File: config.mk
export PLATFORM = sky130hd
export DESIGN_NAME = dmem_lsu_ctrl
export DESIGN_NICKNAME = d
export VERILOG_FILES = /design/src/rtl/dmem_lsu_pkg.sv /design/src/rtl/dmem_store_queue.sv /design/src/rtl/dmem_lsu_ctrl.sv
export SDC_FILE = /design/constraint.sdc
export NUM_CORES = 1
export LEC_CHECK = 0
export CORE_MARGIN = 10
export CORE_UTILIZATION = 54
export CTS_CLUSTER_SIZE = 16
export DETAILED_ROUTE_END_ITERATION = 8
export HOLD_SLACK_MARGIN = 0.1
export MAX_ROUTING_LAYER = met4
export PLACE_DENSITY = 0.87
export SETUP_SLACK_MARGIN = 0.15
export SLEW_MARGIN = 10
export SYNTH_ARGS = -nofsm -noshare
export SYNTH_HDL_FRONTEND = slang
export SYNTH_SLANG_ARGS = --single-unit
File: constraint.sdc
create_clock -name clk -period 3.8 [get_ports clk]
set_input_delay 0.57 -clock clk [delete_from_list [all_inputs] [get_ports clk]]
set_output_delay 0.57 -clock clk [all_outputs]
set_load 0.03 [all_outputs]
File: src/rtl/dmem_lsu_pkg.sv
// Shared widths and record types for the data-memory load/store controller.
package dmem_lsu_pkg;

   localparam int ADDR_WIDTH_DEF = 8;
   localparam int DATA_WIDTH_DEF = 32;
   localparam int NUM_WMASKS_DEF = DATA_WIDTH_DEF / 8;
   localparam int TAG_W_DEF      = 6;

   // One buffered store: word address, write data, byte enables
   typedef struct packed {
      logic [ADDR_WIDTH_DEF-1:0] addr;
      logic [DATA_WIDTH_DEF-1:0] data;
      logic [NUM_WMASKS_DEF-1:0] mask;
   } sq_entry_t;

   // One load pipeline stage
   typedef struct packed {
      logic                 valid;
      logic [TAG_W_DEF-1:0] tag;
   } ld_pipe_t;

endpackage

File: src/rtl/dmem_store_queue.sv
// In-order circular store queue with per-entry valid bits and an address CAM.
module dmem_store_queue
   import dmem_lsu_pkg::*;
#(
   parameter int DEPTH = 4,
   parameter int CW    = $clog2(DEPTH) + 1
) (
   input  logic                      clk,
   input  logic                      rst_n,
   input  logic                      push,
   input  sq_entry_t                 push_entry,
   input  logic                      pop,
   output sq_entry_t                 head,
   output logic                      full,
   output logic                      empty,
   output logic [CW-1:0]             count,
   input  logic [ADDR_WIDTH_DEF-1:0] match_addr,
   output logic                      match_any
);

   localparam int PW = $clog2(DEPTH);

   sq_entry_t          entries [DEPTH];
   logic [DEPTH-1:0]   vld;
   logic [PW-1:0]      wr_ptr;
   logic [PW-1:0]      rd_ptr;

   assign head  = entries[rd_ptr];
   assign full  = (count == CW'(DEPTH));
   assign empty = (count == '0);

   // Pointer, count and valid-bit bookkeeping; pointers wrap naturally (DEPTH is 2^n)
   always_ff @(posedge clk or negedge rst_n) begin
      if (!rst_n) begin
         wr_ptr <= '0;
         rd_ptr <= '0;
         count  <= '0;
         vld    <= '0;
      end else begin
         if (push) begin
            vld[wr_ptr] <= 1'b1;
            wr_ptr      <= wr_ptr + 1'b1;
         end
         if (pop) begin
            vld[rd_ptr] <= 1'b0;
            rd_ptr      <= rd_ptr + 1'b1;
         end
         count <= count + CW'(push) - CW'(pop);
      end
   end

   // Entry payload storage needs no reset; vld qualifies it
   always_ff @(posedge clk) begin
      if (push) entries[wr_ptr] <= push_entry;
   end

   // CAM: does any live entry (head included) hold this address
   always_comb begin
      match_any = 1'b0;
      for (int i = 0; i < DEPTH; i++)
         if (vld[i] && entries[i].addr == match_addr) match_any = 1'b1;
   end

endmodule

File: src/rtl/dmem_lsu_ctrl.sv
// LSU-to-dmem controller: store queue drain on port 0, tagged 2-cycle loads on port 1,
// and read-after-write hazard blocking so the SRAM never sees a same-address read/write.
module dmem_lsu_ctrl
   import dmem_lsu_pkg::*;
#(
   parameter int ADDR_WIDTH = ADDR_WIDTH_DEF,
   parameter int DATA_WIDTH = DATA_WIDTH_DEF,
   parameter int NUM_WMASKS = NUM_WMASKS_DEF,
   parameter int SQ_DEPTH   = 4,
   parameter int TAG_W      = TAG_W_DEF
) (
   input  logic                  clk,
   input  logic                  rst_n,
   input  logic                  flush,
   input  logic                  wr_pause,
   input  logic                  st_valid,
   output logic                  st_ready,
   input  logic [ADDR_WIDTH-1:0] st_addr,
   input  logic [DATA_WIDTH-1:0] st_data,
   input  logic [NUM_WMASKS-1:0] st_mask,
   input  logic                  ld_valid,
   output logic                  ld_ready,
   input  logic [ADDR_WIDTH-1:0] ld_addr,
   input  logic [TAG_W-1:0]      ld_tag,
   output logic                  rsp_valid,
   output logic [TAG_W-1:0]      rsp_tag,
   output logic [DATA_WIDTH-1:0] rsp_data,
   output logic                  sq_empty,
   output logic                  mem_csb0,
   output logic [NUM_WMASKS-1:0] mem_wmask0,
   output logic [ADDR_WIDTH-1:0] mem_addr0,
   output logic [DATA_WIDTH-1:0] mem_din0,
   output logic                  mem_csb1,
   output logic [ADDR_WIDTH-1:0] mem_addr1,
   input  logic [DATA_WIDTH-1:0] mem_dout1
);

   localparam int CW = $clog2(SQ_DEPTH) + 1;

   sq_entry_t     sq_head;
   sq_entry_t     sq_in;
   logic          sq_full;
   logic          sq_none;
   logic [CW-1:0] sq_count;
   logic          sq_match;
   logic          st_push;
   logic          wr_drive;
   logic          ld_fire;
   ld_pipe_t      s1;

   assign sq_in = '{addr: st_addr, data: st_data, mask: st_mask};

   // Full queue refuses stores outright; an all-zero mask is accepted but never queued
   assign st_ready = !sq_full;
   assign st_push  = st_valid && st_ready && (st_mask != '0);

   // Head writes the same cycle it is presented; the SRAM captures it at the edge
   assign wr_drive = !sq_none && !wr_pause;

   // Any queued address (including the head being written now) blocks a load;
   // a store arriving this cycle is younger and deliberately not compared
   assign ld_ready = !flush && !sq_match;
   assign ld_fire  = ld_valid && ld_ready;

   assign mem_csb0   = !wr_drive;
   assign mem_wmask0 = wr_drive ? sq_head.mask : '0;
   assign mem_addr0  = wr_drive ? sq_head.addr : '0;
   assign mem_din0   = wr_drive ? sq_head.data : '0;
   assign mem_csb1   = !ld_fire;
   assign mem_addr1  = ld_fire ? ld_addr : '0;

   assign sq_empty = (sq_count == '0) && !wr_drive;

   dmem_store_queue #(.DEPTH(SQ_DEPTH)) u_sq (
      .clk        (clk),
      .rst_n      (rst_n),
      .push       (st_push),
      .push_entry (sq_in),
      .pop        (wr_drive),
      .head       (sq_head),
      .full       (sq_full),
      .empty      (sq_none),
      .count      (sq_count),
      .match_addr (ld_addr),
      .match_any  (sq_match)
   );

   // Two-stage load pipe: S1 tracks the tag while the SRAM reads, S2 (rsp) captures dout1
   always_ff @(posedge clk or negedge rst_n) begin
      if (!rst_n) begin
         s1        <= '0;
         rsp_valid <= 1'b0;
         rsp_tag   <= '0;
         rsp_data  <= '0;
      end else begin
         s1.valid  <= ld_fire;
         s1.tag    <= ld_tag;
         rsp_valid <= s1.valid && !flush;
         if (s1.valid) begin
            rsp_tag  <= s1.tag;
            rsp_data <= mem_dout1;
         end
      end
   end

endmodule

# --- After elaboration in Yosys (flattened, before gate mapping) ---
# Memory sizes are Yosys's and may differ from the RTL's.
# Cells that the tools add are included.
totals:
  in_bits: 96
  regBits: 57
  out_inout_bits: 96
  word_cells: 64
  mem_count: 1
  ramBits: 176
classes:
  n_reduce_logical: 22
  n_lt_le_gt_ge: 4
  add_sub_neg: 4
  n_eq_ne: 5
  bitwise_logic: 3
  muxes: 16
mem_list:
  columns: ["memory", "words", "width", "read_ports", "rd_ports_with_merged_regs", "wr", "line", "text"]
  rows:
  - ["u_sq.entries", 4, 44, 5, 0, 1, "dmem_store_queue.sv:23", "sq_entry_t entries [DEPTH];"]
op_table:
  columns: ["cell", "count"]
  rows:
  - ["$eq A8 B8 Y1", 4]
  - ["$mux W32", 1]
  - ["$mux W8", 2]
  - ["$logic_and A1 B1 Y1", 13]
  - ["$mux W4", 3]
  - ["$mux W1", 8]
  - ["$logic_not A1 Y1", 7]
  - ["$lt A2 B3 Y1 const B", 2]
  - ["$add A2 B1 Y2 const B", 2]
  - ["$and A4 B4 Y4", 1]
  - ["$demux W1 S2", 2]
  - ["$ge A2 B1 Y1 const B", 2]
  - ["$not A4 Y4", 1]
  - ["$or A4 B4 Y4", 1]
  - ["$reduce_bool A4 Y1", 1]
  - ["$add A3 B1 Y3", 1]
  - ["$eq A3 B3 Y1 const B", 1]
  - ["$logic_not A3 Y1", 1]
  - ["$sub A3 B1 Y3", 1]

# --- Depth between registers and ports, before layout ---
logic_depth:
  depth_word: 10
  depth_mapped: 10
  mapped_depth_nobuf: 9

# --- Cells and area by module ---
# From an unflattened synthesis, not the netlist that was laid out.
unflattened:
  cells_unflattened: 480
  area_unflattened_um2: 9366.5
modules_own_cells:
  columns: ["module", "cells_each", "instances", "area_per_inst_um2", "seq_area_each_um2"]
  rows:
  - ["dmem_store_queue", 325, 1, 7354.6, 5560.3]
  - ["dmem_lsu_ctrl", 155, 1, 2011.9, 1151.1]

# --- Least setup slack after synthesis ---
# No wires, ideal clock.
synth_timing:
  path_kind: "reg2reg"
  startpoint: "reg u_sq.count[1]"
  endpoint: "reg u_sq.count[2]"
  path_buffers: 1
  arrival_time_ns: 2.853
  path_stages_with_launch: 11
  setup_ns: 0.123
  required_time_ns: 3.677
  setup_slack_ns: 0.824
  synth_period_minus_slack_ns: 2.976
  path_cell_list: "dfrtp_1 nor3_1 or2_2 inv_1 buf_2 ha_1 inv_1 ha_1 fa_1 xnor2_1 xnor2_1"
synth_via:
  elab_cells_between_ends: 9
  cone_classes: "add/sub: 2; eq/ne: 1; reduce/logical: 6"
synth_rtl:
  columns: ["element", "line", "text"]
  rows:
  - ["start: declaration", "dmem_store_queue.sv:16", "output logic [CW-1:0] count,"]
  - ["start signal: assignment", "dmem_store_queue.sv:48", "count <= count + CW'(push) - CW'(pop);"]
  - ["$logic_not A3 Y1", "dmem_store_queue.sv:30", "assign empty = (count == '0);"]
  - ["$logic_not A1 Y1", "dmem_lsu_ctrl.sv:58", "assign wr_drive = !sq_none && !wr_pause;"]
  - ["$logic_and A1 B1 Y1", "dmem_lsu_ctrl.sv:58", null]
  - ["net u_sq.pop", "dmem_store_queue.sv:12", "input logic pop,"]
  - ["$sub A3 B1 Y3", "dmem_store_queue.sv:48", null]
# The timed path passes the listed nets, and every way through them passes these cells.
# A chain may end at the register's enable or synchronous reset.

# --- Worst setup path in the final report ---
layout_timing:
  startpoint: "in ld_addr[3]"
  endpoint: "out mem_addr1[0]"
layout_via:
  elab_chain_len: 10
  elab_cells_between_ends: 16
  cone_classes: "eq/ne: 4; mux: 5; reduce/logical: 7"
layout_lines:
  columns: ["element", "line", "text"]
  rows:
  - ["start: declaration", "dmem_lsu_ctrl.sv:23", "input logic [ADDR_WIDTH-1:0] ld_addr,"]
  - ["$eq A8 B8 Y1", "dmem_store_queue.sv:61", "if (vld[i] && entries[i].addr == match_addr) match_any = 1'b1;"]
  - ["$logic_and A1 B1 Y1", "dmem_store_queue.sv:61", null]
  - ["$mux W1 (3 in a row)", "dmem_store_queue.sv:61", null]
  - ["$mux W1 *", "dmem_store_queue.sv:61", null]
  - ["$logic_not A1 Y1 *", "dmem_lsu_ctrl.sv:62", "assign ld_ready = !flush && !sq_match;"]
  - ["$logic_and A1 B1 Y1 *", "dmem_lsu_ctrl.sv:62", null]
  - ["$logic_and A1 B1 Y1 *", "dmem_lsu_ctrl.sv:63", "assign ld_fire = ld_valid && ld_ready;"]
  - ["$mux W8 *", "dmem_lsu_ctrl.sv:70", "assign mem_addr1 = ld_fire ? ld_addr : '0;"]
  - ["end: declaration", "dmem_lsu_ctrl.sv:34", "output logic [ADDR_WIDTH-1:0] mem_addr1,"]
# Mark *: on every way between the ends. The rest lies on a longest branch, timed or not.

==> run summary <==
The standard-cell row count came out at 48. Ranked by total cell area, the synthesized netlist is headed by sky130_fd_sc_hd__edfxtp_1 (56%), sky130_fd_sc_hd__dfrtp_1 (15%), sky130_fd_sc_hd__mux4_2 (11%), sky130_fd_sc_hd__mux2_2 (4.5%), sky130_fd_sc_hd__and2_1 (3.2%). The final worst slack is 0.291 ns. Multiplexer cells account for 15.0% of the synthesized area. The mean number of vias per cell is 5.50. The biggest area contributor in the post-synthesis netlist is sky130_fd_sc_hd__edfxtp_1. The worst setup path is captured at an output port.

The first-iteration detailed-routing DRC count came out at 315. The simple-gate area share of the yosys netlist is 5.66%. The netlist area before placement is 9430 um^2. The capture instance of the worst register-to-register path is u_sq.count[2]. The clock sink count is 233. The register-to-register setup slack came out at 1.11 ns. The async set or reset register ratio after synthesis came out at 24.5%.

The synthesized netlist devotes 0.822% of its cell area to compound gates. The synthesized area divided by synthesized cell count came out at 18.9 um^2. The number of standard cells in the final layout excluding fillers came out at 949. The flow ran to the end, and the final reports show no timing, DRC or antenna violations. After legalization and detailed placement, the total HPWL measured 15,200 um. Among all stages on the critical path, the largest delay is contributed by sky130_fd_sc_hd__clkdlybuf4s50_1.

The number of I/O port buffers came out at 191. The congestion estimate from routability-driven global placement came to 0.917. Setup repair after global routing left no endpoint under its margin.

The synthesis-to-finish area growth is 31.4%. Summed over all cells, the static leakage comes to 0.00458 uW. The final routed wirelength across all metal layers is 21,700 um.

The nature of the critical path startpoint is an input port. The path type of the worst setup path is input port to output port. By area, the combinational part of the netlist is dominated by multiplexers.

The final number of hold-violating endpoints came to 0. The number of antenna violations at the first check in global routing was 2. The width of the die came out at 152 um. In the synthesized netlist, the number of instances is 498.

Power comes to 8670 uW. The core occupancy in the finished layout came out at 71.9%. The core region is 17,200 um^2.

The routed layout has 5,223 vias. The clock network latency to the later pin of the worst-skew pair came out at 0.50 ns. The worst-case IR drop observed on VDD is 0.520 mV. Dividing the final minimum period by the clock period gives 92.4%.

In this run the worst path has a maximum fanout of 5. The share of layout cells above drive strength 1 is 26.6%. The xor and xnor fraction of the mapped netlist area came out at 3.34%. The count of endpoints failing setup in the final report is 0. After detailed routing, the average wire length per cell comes to 22.9 um. The total number of yosys warnings is 0.

The clock period minus worst slack is 3.51 ns. The min-delay analysis places its worst path in the category input port to async pin. The number of buffers created by CTS came out at 24. The final total negative setup slack is 0 ns. The number of H-tree branching levels came out at 1. The wire length of the first global-routing pass came out at 34,100 um.

The total nets after synthesis came out at 605. The area share of the largest cell type after synthesis is 56.0%. The data arrival at the endpoint of the critical path came out at 2.94 ns. The most used flip-flop cell after synthesis is sky130_fd_sc_hd__edfxtp_1. The global-route usage over all layers came out at 19.0%. After detailed placement, the design holds a cell count of 902. The clock transition time at the flip-flop clock pins of the worst setup and hold paths came out at 0.06 ns. The residual DRC count came out at 0. Once detail routing completed, the nets flagged for antenna violations numbered 0. The final-layout fill cell count came out at 1,028. The pin count of the biggest net entering global routing came out at 51. The worst reg2reg path depth is 10.

The maximum count of clock buffers along a single path came out at 3. The net count reported at finish is 812. The signal on the critical path passes through clkdlybuf4s50_1, xnor2_1, nand3_1, nor3_2, a311o_1, buf_4, nor3_2, clkdlybuf4s50_1.

The number of enable-type register cells in the synthesized netlist came out at 176. The starting utilization of the core area is 54.7%. The die height came out at 152 um.

By instance count, the leading cell after synthesis is sky130_fd_sc_hd__edfxtp_1. TritonCTS built the clock tree. The maximum cell stage delay along the critical path came out at 0.70 ns. The data required time at the worst endpoint came out at 3.23 ns. The total die area is 23,200 um^2.

For this run the aggregate overflow at the end of global routing stands at 0. The max-capacitance violation count is 0. Sorting the synthesized cells by how often they occur yields sky130_fd_sc_hd__edfxtp_1 (176), sky130_fd_sc_hd__dfrtp_1 (57), sky130_fd_sc_hd__and2_1 (48), sky130_fd_sc_hd__mux4_2 (44), sky130_fd_sc_hd__mux2_2 (38). The achievable frequency came out at 285 MHz. The cell sitting at the root of the clock tree is a sky130_fd_sc_hd__clkbuf_16. The number of top-level pins came out at 192. The worst flop-to-flop path startpoint is u_sq.count[1]. The max-slew violation total from the final report was 0.

The adder and majority cell fraction of the synthesized area came out at 1.54%. Synthesis inferred 233 register bits. The total power per unit cell area is 700 nW/um^2. The post-placement worst setup slack came out at 0.186 ns. The pre-antenna-repair detailed-routing pass consisted of 4 iterations. The worst setup skew after layout is 0.00957 ns. The worst slew slack as a fraction of its limit is 57.0%. The share of the Yosys chip area taken by registers is 71.2%.

At the pin with the least slew margin, the transition time is 0.644 ns. The post-synthesis cell type count came out at 31. The via count of the first global-routing pass is 5,757.
-- layout make-up --
cell class	instances	area, um^2	share of cell area [%]
flip-flops and latches	233	6720	54.2
multi-input cells	225	2500	20.1
repair buffers	211	2080	16.8
clock buffers	33	694	5.60
well taps	225	282	2.27
clock inverters	10	85.1	0.686
inverters	10	37.5	0.303
diodes	2	5.00	0.0404
-- routing by layer --
layer | track usage, % | up-vias | wire [um]
met1 | 24.0 | 2613 | 8820
met2 | 30.4 | 267 | 10600
li1 | - | 2313 | -
met3 | 5.45 | 30 | 1980
met4 | 3.44 | 0 | 286
met5 | - | - | 0
-- sequential cells by signal (all words and copies together), names as in the netlist --
name and cells:
u_sq.wr_ptr 2, rsp_valid 1, rsp_data 32, u_sq.rd_ptr 2
s1 7, u_sq.entries 176, u_sq.count 3, u_sq.vld 4
rsp_tag 6
-- worst max-delay path, delay by kind of cell --
family / cells / cell delay, ns
XOR/XNOR: 1 / 0.13
AO/OA/AOI/OAI: 1 / 0.38
AND/OR/NAND/NOR: 3 / 0.35
buffers and inverters: 3 / 1.50
-- cell families after synthesis --
| logic type | after synthesis |
|---|---|
| buf+inv | 40 |
| compound gates | 10 |
| mux | 82 |
| fa+ha+maj | 11 |
| flops | 233 |
| simple gates | 86 |
| xor+xnor | 36 |
-- through the flow --
step                area, um^2  hold WS [ns]
floorplan                 9430         0.274
global placement         11600         0.409
detailed placement       11600         0.413
CTS                      12400         0.409
global route             12400         0.444
finish                   12400         0.443
-- how the worst max path moves through the flow --
stage,startpoint,endpoint,slack (ns),cells past startpoint
after floorplan,u_sq.count[1],u_sq.count[2],0.82,10
after global placement,ld_addr[5],mem_addr1[4],0.29,8
after detailed placement,ld_addr[3],mem_addr1[1],0.19,8
after CTS,ld_addr[3],mem_addr1[1],0.19,8
after global routing,ld_addr[2],ld_ready,0.14,8
final,ld_addr[3],mem_addr1[0],0.29,8
-- where the power goes --
| group | switching (uW) | internal [uW] | total [uW] |
|---|---|---|---|
| clock | 904 | 1350 | 2250 |
| combinational | 1490 | 1350 | 2840 |
| sequential | 307 | 3270 | 3580 |
-- placed cells by master, fill, tap and decap left out, types with 7 or more instances in the layout --
master                              n
sky130_fd_sc_hd__dlymetal6s2s_1     7
sky130_fd_sc_hd__edfxtp_1         176
sky130_fd_sc_hd__mux2_2            38
sky130_fd_sc_hd__buf_4             46
sky130_fd_sc_hd__ha_1              10
sky130_fd_sc_hd__mux4_2            44
sky130_fd_sc_hd__buf_12             7
sky130_fd_sc_hd__dfrtp_1           55
sky130_fd_sc_hd__xor2_1            14
sky130_fd_sc_hd__nand2_1           12
sky130_fd_sc_hd__clkbuf_16         26
sky130_fd_sc_hd__xnor2_1           22
sky130_fd_sc_hd__nor3_2            10
sky130_fd_sc_hd__clkdlybuf4s50_1  149
sky130_fd_sc_hd__inv_1             10
sky130_fd_sc_hd__and2_1            44
-- timing repair --
action                     in CTS  in global routing
setup buffers                   0                  1
resized for setup               0                  7
hold endpoints to repair        7                  0
hold buffers                    1                  0
setup endpoints to repair       0                  8
No activity file was read; power rests on OpenSTA's default activity.
